--- src/rtl/eyeriss_pkg.sv ---
// ---------------------------------------------------------------------------
// eyeriss_pkg
//
// Shared definitions for the global-buffer to multicast-router path.
//   - Default bus widths used by both the tag sequencer and the
//     MulticastRouter, so the two always agree on value and tag widths.
//   - seq_state_t: the burst sequencer state encoding.
// ---------------------------------------------------------------------------
package eyeriss_pkg;

    localparam int DEFAULT_DATA_WIDTH = 16;
    localparam int DEFAULT_ID_WIDTH   = 8;
    localparam int DEFAULT_ADDR_WIDTH = 10;
    localparam int DEFAULT_LEN_WIDTH  = 10;

    typedef enum logic [1:0] {
        IDLE  = 2'd0,
        RUN   = 2'd1,
        DRAIN = 2'd2
    } seq_state_t;

endpackage

--- src/rtl/multicast_tag_sequencer.sv ---
// ---------------------------------------------------------------------------
// multicast_tag_sequencer
//
// Takes a burst command, streams cmd_len consecutive words out of a
// global-buffer SRAM (1-cycle read latency), tags each word with a
// destination ID and presents it to the multicast router. The router cannot
// push back, so stall_i pauses issue and emission; a single hold register
// catches the one word that can still be in flight when a stall begins.
//
// Ports
//   clk_i, rst_i          clock, synchronous active-high reset
//   cmd_valid_i/ready_o   command handshake (ready only while IDLE)
//   cmd_base_addr_i       SRAM address of the first word
//   cmd_len_i             number of words (0 is legal: done only)
//   cmd_tag_base_i        tag of the first word
//   cmd_tag_period_i      words per tag value (0 keeps the tag constant)
//   stall_i               suppress reads and emission this cycle
//   mem_rd_en_o/addr_o    SRAM read strobe and address
//   mem_rd_data_i         SRAM data, valid the cycle after mem_rd_en_o
//   out_val_o/tag_id_o    word and tag to the router
//   out_valid_o           router in_valid
//   done_o                one-cycle pulse with the last word of a burst
// ---------------------------------------------------------------------------
module multicast_tag_sequencer
    import eyeriss_pkg::*;
#(
    parameter int DATA_WIDTH = DEFAULT_DATA_WIDTH,
    parameter int ID_WIDTH   = DEFAULT_ID_WIDTH,
    parameter int ADDR_WIDTH = DEFAULT_ADDR_WIDTH,
    parameter int LEN_WIDTH  = DEFAULT_LEN_WIDTH
) (
    input  logic                  clk_i,
    input  logic                  rst_i,
    input  logic                  cmd_valid_i,
    output logic                  cmd_ready_o,
    input  logic [ADDR_WIDTH-1:0] cmd_base_addr_i,
    input  logic [LEN_WIDTH-1:0]  cmd_len_i,
    input  logic [ID_WIDTH-1:0]   cmd_tag_base_i,
    input  logic [ID_WIDTH-1:0]   cmd_tag_period_i,
    input  logic                  stall_i,
    output logic                  mem_rd_en_o,
    output logic [ADDR_WIDTH-1:0] mem_rd_addr_o,
    input  logic [DATA_WIDTH-1:0] mem_rd_data_i,
    output logic [DATA_WIDTH-1:0] out_val_o,
    output logic [ID_WIDTH-1:0]   out_tag_id_o,
    output logic                  out_valid_o,
    output logic                  done_o
);

    seq_state_t state_q, state_d;

    logic [ADDR_WIDTH-1:0] baseAddr_q, baseAddr_d;
    logic [LEN_WIDTH-1:0]  len_q, len_d;
    logic [LEN_WIDTH-1:0]  issueCnt_q, issueCnt_d;
    logic [LEN_WIDTH-1:0]  emitCnt_q, emitCnt_d;
    logic [ID_WIDTH-1:0]   tagPeriod_q, tagPeriod_d;
    logic [ID_WIDTH-1:0]   subCnt_q, subCnt_d;
    logic [ID_WIDTH-1:0]   curTag_q, curTag_d;
    logic                  rdPending_q, rdPending_d;
    logic                  holdFull_q, holdFull_d;
    logic [DATA_WIDTH-1:0] hold_q, hold_d;
    logic [DATA_WIDTH-1:0] outVal_q, outVal_d;
    logic [ID_WIDTH-1:0]   outTag_q, outTag_d;
    logic                  outValid_q, outValid_d;
    logic                  done_q, done_d;

    logic                  accept;
    logic                  issue;
    logic                  emitNow;
    logic                  lastWord;
    logic [DATA_WIDTH-1:0] emitData;

    // Burst control. A command is only taken in IDLE; a zero-length burst
    // never leaves IDLE and just produces the done pulse. RUN issues one read
    // per unstalled cycle and moves to DRAIN right after the final issue.
    // DRAIN waits for the done pulse that rides with the last emitted word,
    // so cmd_ready comes back the cycle after done.
    always_comb begin
        state_d = state_q;
        accept  = 1'b0;
        issue   = 1'b0;
        case (state_q)
            IDLE: begin
                if (cmd_valid_i) begin
                    accept = 1'b1;
                    if (cmd_len_i != '0) begin
                        state_d = RUN;
                    end
                end
            end
            RUN: begin
                if (!stall_i) begin
                    issue = 1'b1;
                    if (issueCnt_q + LEN_WIDTH'(1) == len_q) begin
                        state_d = DRAIN;
                    end
                end
            end
            DRAIN: begin
                if (done_q) begin
                    state_d = IDLE;
                end
            end
            default: begin
                state_d = IDLE;
            end
        endcase
    end

    // A word is ready to go out when read data returns or the hold register
    // is occupied. Both never happen together: the hold register fills only
    // during a stall, and a stall also blocks the read whose data would have
    // returned in the first unstalled cycle afterwards.
    assign emitNow  = !stall_i && (holdFull_q || rdPending_q);
    assign emitData = holdFull_q ? hold_q : mem_rd_data_i;
    assign lastWord = (emitCnt_q == len_q - LEN_WIDTH'(1));

    // Datapath next-state. The tag advances on emission rather than issue so
    // the tag sequence follows output order even across stalls. The command
    // latch is evaluated last so a fresh burst always starts from clean
    // counters and the new tag base.
    always_comb begin
        baseAddr_d  = baseAddr_q;
        len_d       = len_q;
        tagPeriod_d = tagPeriod_q;
        issueCnt_d  = issueCnt_q;
        emitCnt_d   = emitCnt_q;
        subCnt_d    = subCnt_q;
        curTag_d    = curTag_q;
        holdFull_d  = holdFull_q;
        hold_d      = hold_q;
        outVal_d    = outVal_q;
        outTag_d    = outTag_q;
        rdPending_d = issue;
        outValid_d  = emitNow;
        done_d      = (accept && (cmd_len_i == '0)) || (emitNow && lastWord);

        if (issue) begin
            issueCnt_d = issueCnt_q + LEN_WIDTH'(1);
        end

        if (stall_i && rdPending_q) begin
            hold_d     = mem_rd_data_i;
            holdFull_d = 1'b1;
        end else if (emitNow && holdFull_q) begin
            holdFull_d = 1'b0;
        end

        if (emitNow) begin
            outVal_d  = emitData;
            outTag_d  = curTag_q;
            emitCnt_d = emitCnt_q + LEN_WIDTH'(1);
            if (tagPeriod_q != '0) begin
                if (subCnt_q == tagPeriod_q - ID_WIDTH'(1)) begin
                    subCnt_d = '0;
                    curTag_d = curTag_q + ID_WIDTH'(1);
                end else begin
                    subCnt_d = subCnt_q + ID_WIDTH'(1);
                end
            end
        end

        if (accept) begin
            baseAddr_d  = cmd_base_addr_i;
            len_d       = cmd_len_i;
            tagPeriod_d = cmd_tag_period_i;
            issueCnt_d  = '0;
            emitCnt_d   = '0;
            subCnt_d    = '0;
            curTag_d    = cmd_tag_base_i;
        end
    end

    // State register. Reset also clears rdPending_q, which is what drops any
    // read still in flight when reset lands mid-burst.
    always_ff @(posedge clk_i) begin
        if (rst_i) begin
            state_q     <= IDLE;
            baseAddr_q  <= '0;
            len_q       <= '0;
            tagPeriod_q <= '0;
            issueCnt_q  <= '0;
            emitCnt_q   <= '0;
            subCnt_q    <= '0;
            curTag_q    <= '0;
            rdPending_q <= 1'b0;
            holdFull_q  <= 1'b0;
            hold_q      <= '0;
            outVal_q    <= '0;
            outTag_q    <= '0;
            outValid_q  <= 1'b0;
            done_q      <= 1'b0;
        end else begin
            state_q     <= state_d;
            baseAddr_q  <= baseAddr_d;
            len_q       <= len_d;
            tagPeriod_q <= tagPeriod_d;
            issueCnt_q  <= issueCnt_d;
            emitCnt_q   <= emitCnt_d;
            subCnt_q    <= subCnt_d;
            curTag_q    <= curTag_d;
            rdPending_q <= rdPending_d;
            holdFull_q  <= holdFull_d;
            hold_q      <= hold_d;
            outVal_q    <= outVal_d;
            outTag_q    <= outTag_d;
            outValid_q  <= outValid_d;
            done_q      <= done_d;
        end
    end

    // The read address wraps naturally at the SRAM address width.
    assign cmd_ready_o   = (state_q == IDLE);
    assign mem_rd_en_o   = issue;
    assign mem_rd_addr_o = baseAddr_q + ADDR_WIDTH'(issueCnt_q);
    assign out_val_o     = outVal_q;
    assign out_tag_id_o  = outTag_q;
    assign out_valid_o   = outValid_q;
    assign done_o        = done_q;

endmodule

--- config.mk ---
export PLATFORM = sky130hd
export DESIGN_NAME = multicast_tag_sequencer
export DESIGN_NICKNAME = d
export VERILOG_FILES = /design/src/rtl/eyeriss_pkg.sv /design/src/rtl/multicast_tag_sequencer.sv
export SDC_FILE = /design/constraint.sdc
export NUM_CORES = 1
export LEC_CHECK = 0
export CAP_MARGIN = 10
export CORE_MARGIN = 1
export CORE_UTILIZATION = 50
export DETAILED_ROUTE_END_ITERATION = 10
export PLACE_DENSITY = 0.74
export RECOVER_POWER = 50
export SLEW_MARGIN = 40
export SYNTH_ARGS = -nofsm -noshare
export SYNTH_HDL_FRONTEND = slang
export SYNTH_SLANG_ARGS = --single-unit
export TNS_END_PERCENT = 5
--- constraint.sdc ---
create_clock -name clk_i -period 3.3 [get_ports clk_i]
set_input_delay 0.66 -clock clk_i [delete_from_list [all_inputs] [get_ports clk_i]]
set_output_delay 0.66 -clock clk_i [all_outputs]
set_load 0.005 [all_outputs]
==> metrics <==
status completed; Critical Path End Type primary output; top post-synthesis cells by area dfxtp_1 39%, nand2_1 8.8%, a21oi_1 5.9%; clk_skew 0.0147 ns; Lkg Pwr 2.62 nW; Max Cap Viol 0; CP top delay family simple AND/OR/NAND/NOR gates; n_diodes 0; Area after DPL 0.00667 mm²; share of cells above drive strength 1 5.41%; setup bufs post-CTS 0; CP Max Fanout 3; CP Capture Point mem_rd_addr_o[7]; largest family of logic cells by synthesized area simple AND/OR/NAND/NOR gates; Final Routed Wirelength 13.6 mm; first-pass GRT wire length 22.5 mm; FF-to-FF Start tagPeriod_q[0]$_SDFFE_PP0P_; worst vdd ir 342 µV; grt total ovfl 0; post-synthesis async set-or-reset flop share 0%; Tot Pwr 0.00275 W; Most used DFF post-synth dfxtp_1; DRT antenna net count 0; WL per Instance 14.9 µm; Worst Setup Start Kind register; DR DRC count 0; period utilisation layout 99.4%; Post-Syn Instances 693; die footprint 0.0117 mm²; CTS Root Cell clkbuf_8; number of distinct library cells after synthesis 60; Synth top area share 39.2%; final setup fails 0; mean post-synth cell area 8.11 µm²; vias in the first global route 4,785; Internal 0.00197 W; Setup crit start baseAddr_q[1]$_SDFFE_PP0P_; worst skew pair latency 0.40 ns; CP Data Required Time 2.64 ns; RR Endpoint curTag_q[2]$_SDFFE_PP0P_; Core Area 0.0109 mm²; initial antenna violation count 0; Yosys reg bits 110; via count 5,110; clk sinks 110; Register-to-Register Path Depth 8; post-synthesis mux area share 4.12%; GP Congestion 0.880; Area growth, synth to finish 22.4%; setup ws final 0.0189 ns; dpl ws 0.199 ns; final hold violations 0; Slowest-stage cell, CP clkdlybuf4s50_1; RSZ-0062 raised after global routing yes; fin nets 844; sequential fraction of the synthesis area 39.2%; DR iter-0 viols 238; Cell Area, Synth 0.00562 mm²; Yosys warning count 0; pin count of the biggest net entering global routing 40; part of the power in the clock network 31.4%; r2r setup slk 0.62 ns; fin. max-slew vios 0; Max Root-Sink Buffers 2; Worst EP arrival 2.62 ns; area leader, netlist dfxtp_1; Die X 108 µm; DR pass1 iterations 4; max incr delay on CP 0.51 ns; Total Routing Usage GR 24.4%; Fmax 0.305 GHz; Simple-Gate Fraction of Synth Area 24.8%; WP buf/inv 1; Num CTS Buffers 9; P_sw 0.000781 W; Worst Tran Pin Value 1.23 ns; worst min-delay path category register to register; crit path time final 3.28 ns; Max-slew headroom 18.2%; power per standard cell area 399 mW/mm²; critical path type register to primary output; critical path cell sequence ha_1, a21o_1, a21oi_2, o21ai_2, or4_4, nand2_2, xnor2_1, clkdlybuf4s50_1; Sw Share 28.4%; Setup TNS Final 0 ns; Seq pwr share 52.3%; number of core rows 38; Levels on crit path 8; Post-synth EDFFs 0; compound-gate portion of the synthesized area 14.2%; post-synthesis xor/xnor area fraction 9.66%; combinational share of power 16.4%; DP HPWL 9.88 mm; Final Non-Filler Cells 916; Placed Instances 900; CTS tree built; vias per cell 5.58; num ports 94; final std cell area, no fill 0.00688 mm²; Initial Util 51.6%; H-tree levels 3; die height 108 µm; syn nets 766; port bufs 93; register clock-pin slew on the reported worst setup and hold paths 0.10 ns; Adder-Cell Fraction of Synth Area 3.92%
what timing repair did:
| item | in CTS | in global routing |
|---|---|---|
| resized for setup | 10 | 3 |
| hold buffers | 0 | 0 |
| pin swaps | 2 | 3 |
| endpoints found under the setup margin | 4 | 3 |
stage by stage:
step | hold slack (ns) | util (%)
detailed placement | 0.449 | 61.3
global placement | 0.441 | 61.3
global route | 0.476 | 63.2
CTS | 0.465 | 63.4
floorplan | 0.436 | -
finish | 0.461 | 63.2
synth_stat cells (all sizes together), types with 2 or more instances:
library cell	instances
a21boi	2
a31oi	2
buf	11
nor2	63
xor2	33
or3	7
mux2i	22
o21ai	11
or2	4
and4	2
nor3	8
or4	8
dfxtp	110
o31a	3
o22ai	3
nor2b	8
and3	13
o2111ai	4
nand2	132
clkbuf	30
a21oi	66
nand3	9
ha	16
and2	4
nor3b	3
nor4	11
xnor2	29
a211oi	23
and3b	2
nand2b	4
nand4	12
inv	16
flip-flops by register name, indices dropped and copies added (netlist names), 10 cells and up:
register,count
emitCnt_q,10
issueCnt_q,10
out_val_o,16
baseAddr_q,10
hold_q,16
len_q,10
placed cells by master, fill, tap and decap left out, types with 5 or more instances in the layout:
cell type,netlist,final
ha_1,16,16
mux2i_1,22,22
and3_1,13,13
dfxtp_1,110,109
nor2_1,63,63
dlygate4sd3_1,0,20
a21oi_1,66,65
buf_4,1,10
inv_1,16,16
nand3_1,9,9
clkbuf_8,0,9
nand2_1,132,131
or4_1,8,7
xnor2_1,29,29
nor4_1,9,9
nor3_1,8,8
a211oi_1,23,23
xor2_1,33,33
nand4_1,12,12
or3_1,7,7
nor2b_1,8,8
clkbuf_1,30,5
clkdlybuf4s50_1,0,69
o21ai_0,10,7
routing by layer:
layer / vias to the layer above / routed length, µm / track usage (%)
li1: 2553 / - / -
met1: 2440 / 6190 / 30.6
met2: 98 / 6590 / 41.2
met3: 19 / 649 / 5.36
met4: 0 / 211 / 8.12
met5: - / 0 / 0
layout make-up:
cell class / count / area [µm²]
Clock buffer: 9 / 124
Clock inverter: 7 / 87.6
Fill cell: 975 / 4010
Inverter: 17 / 63.8
Multi-Input combinational cell: 525 / 3200
Sequential cell: 110 / 2200
Tap cell: 140 / 175
Timing Repair Buffer: 108 / 1020
power by group through the flow:
stage / Sequential (W) / Combinational [W] / Clock, W
final: 0.00144 / 0.000450 / 0.000862
after global routing: 0.00145 / 0.000496 / 0.000939
after CTS: 0.00144 / 0.000457 / 0.000886
after detailed placement: 0.00147 / 0.000454 / 0
after global placement: 0.00146 / 0.000439 / 0
after floorplan: 0.00145 / 0.000282 / 0
worst min-delay path, delay by kind of cell (launching register included):
kind            cells  cell delay (ns)
compound gates      1             0.05
simple gates        1             0.05
flops               1             0.32
how the worst min path moves through the flow:
stage                           startpoint                endpoint  slack [ns]  cells past startpoint
finish              hold_q[4]$_SDFFE_PP0P_  hold_q[4]$_SDFFE_PP0P_        0.46                      2
detailed placement  hold_q[4]$_SDFFE_PP0P_  hold_q[4]$_SDFFE_PP0P_        0.45                      2
global route        hold_q[4]$_SDFFE_PP0P_  hold_q[4]$_SDFFE_PP0P_        0.48                      2
global placement    hold_q[0]$_SDFFE_PP0P_  hold_q[0]$_SDFFE_PP0P_        0.44                      2
floorplan           hold_q[0]$_SDFFE_PP0P_  hold_q[0]$_SDFFE_PP0P_        0.44                      2
CTS                 hold_q[4]$_SDFFE_PP0P_  hold_q[4]$_SDFFE_PP0P_        0.46                      2
cell families after synthesis:
| kind of cell | after synthesis |
|---|---|
| muxes | 23 |
| adders and majority gates | 17 |
| buffers and inverters | 58 |
| and+or+nand+nor | 295 |
| xor gates and xnor gates | 62 |
| AOI/OAI and AO/OA | 128 |
| DFF | 110 |
No activity file was read; power rests on OpenSTA's default activity.
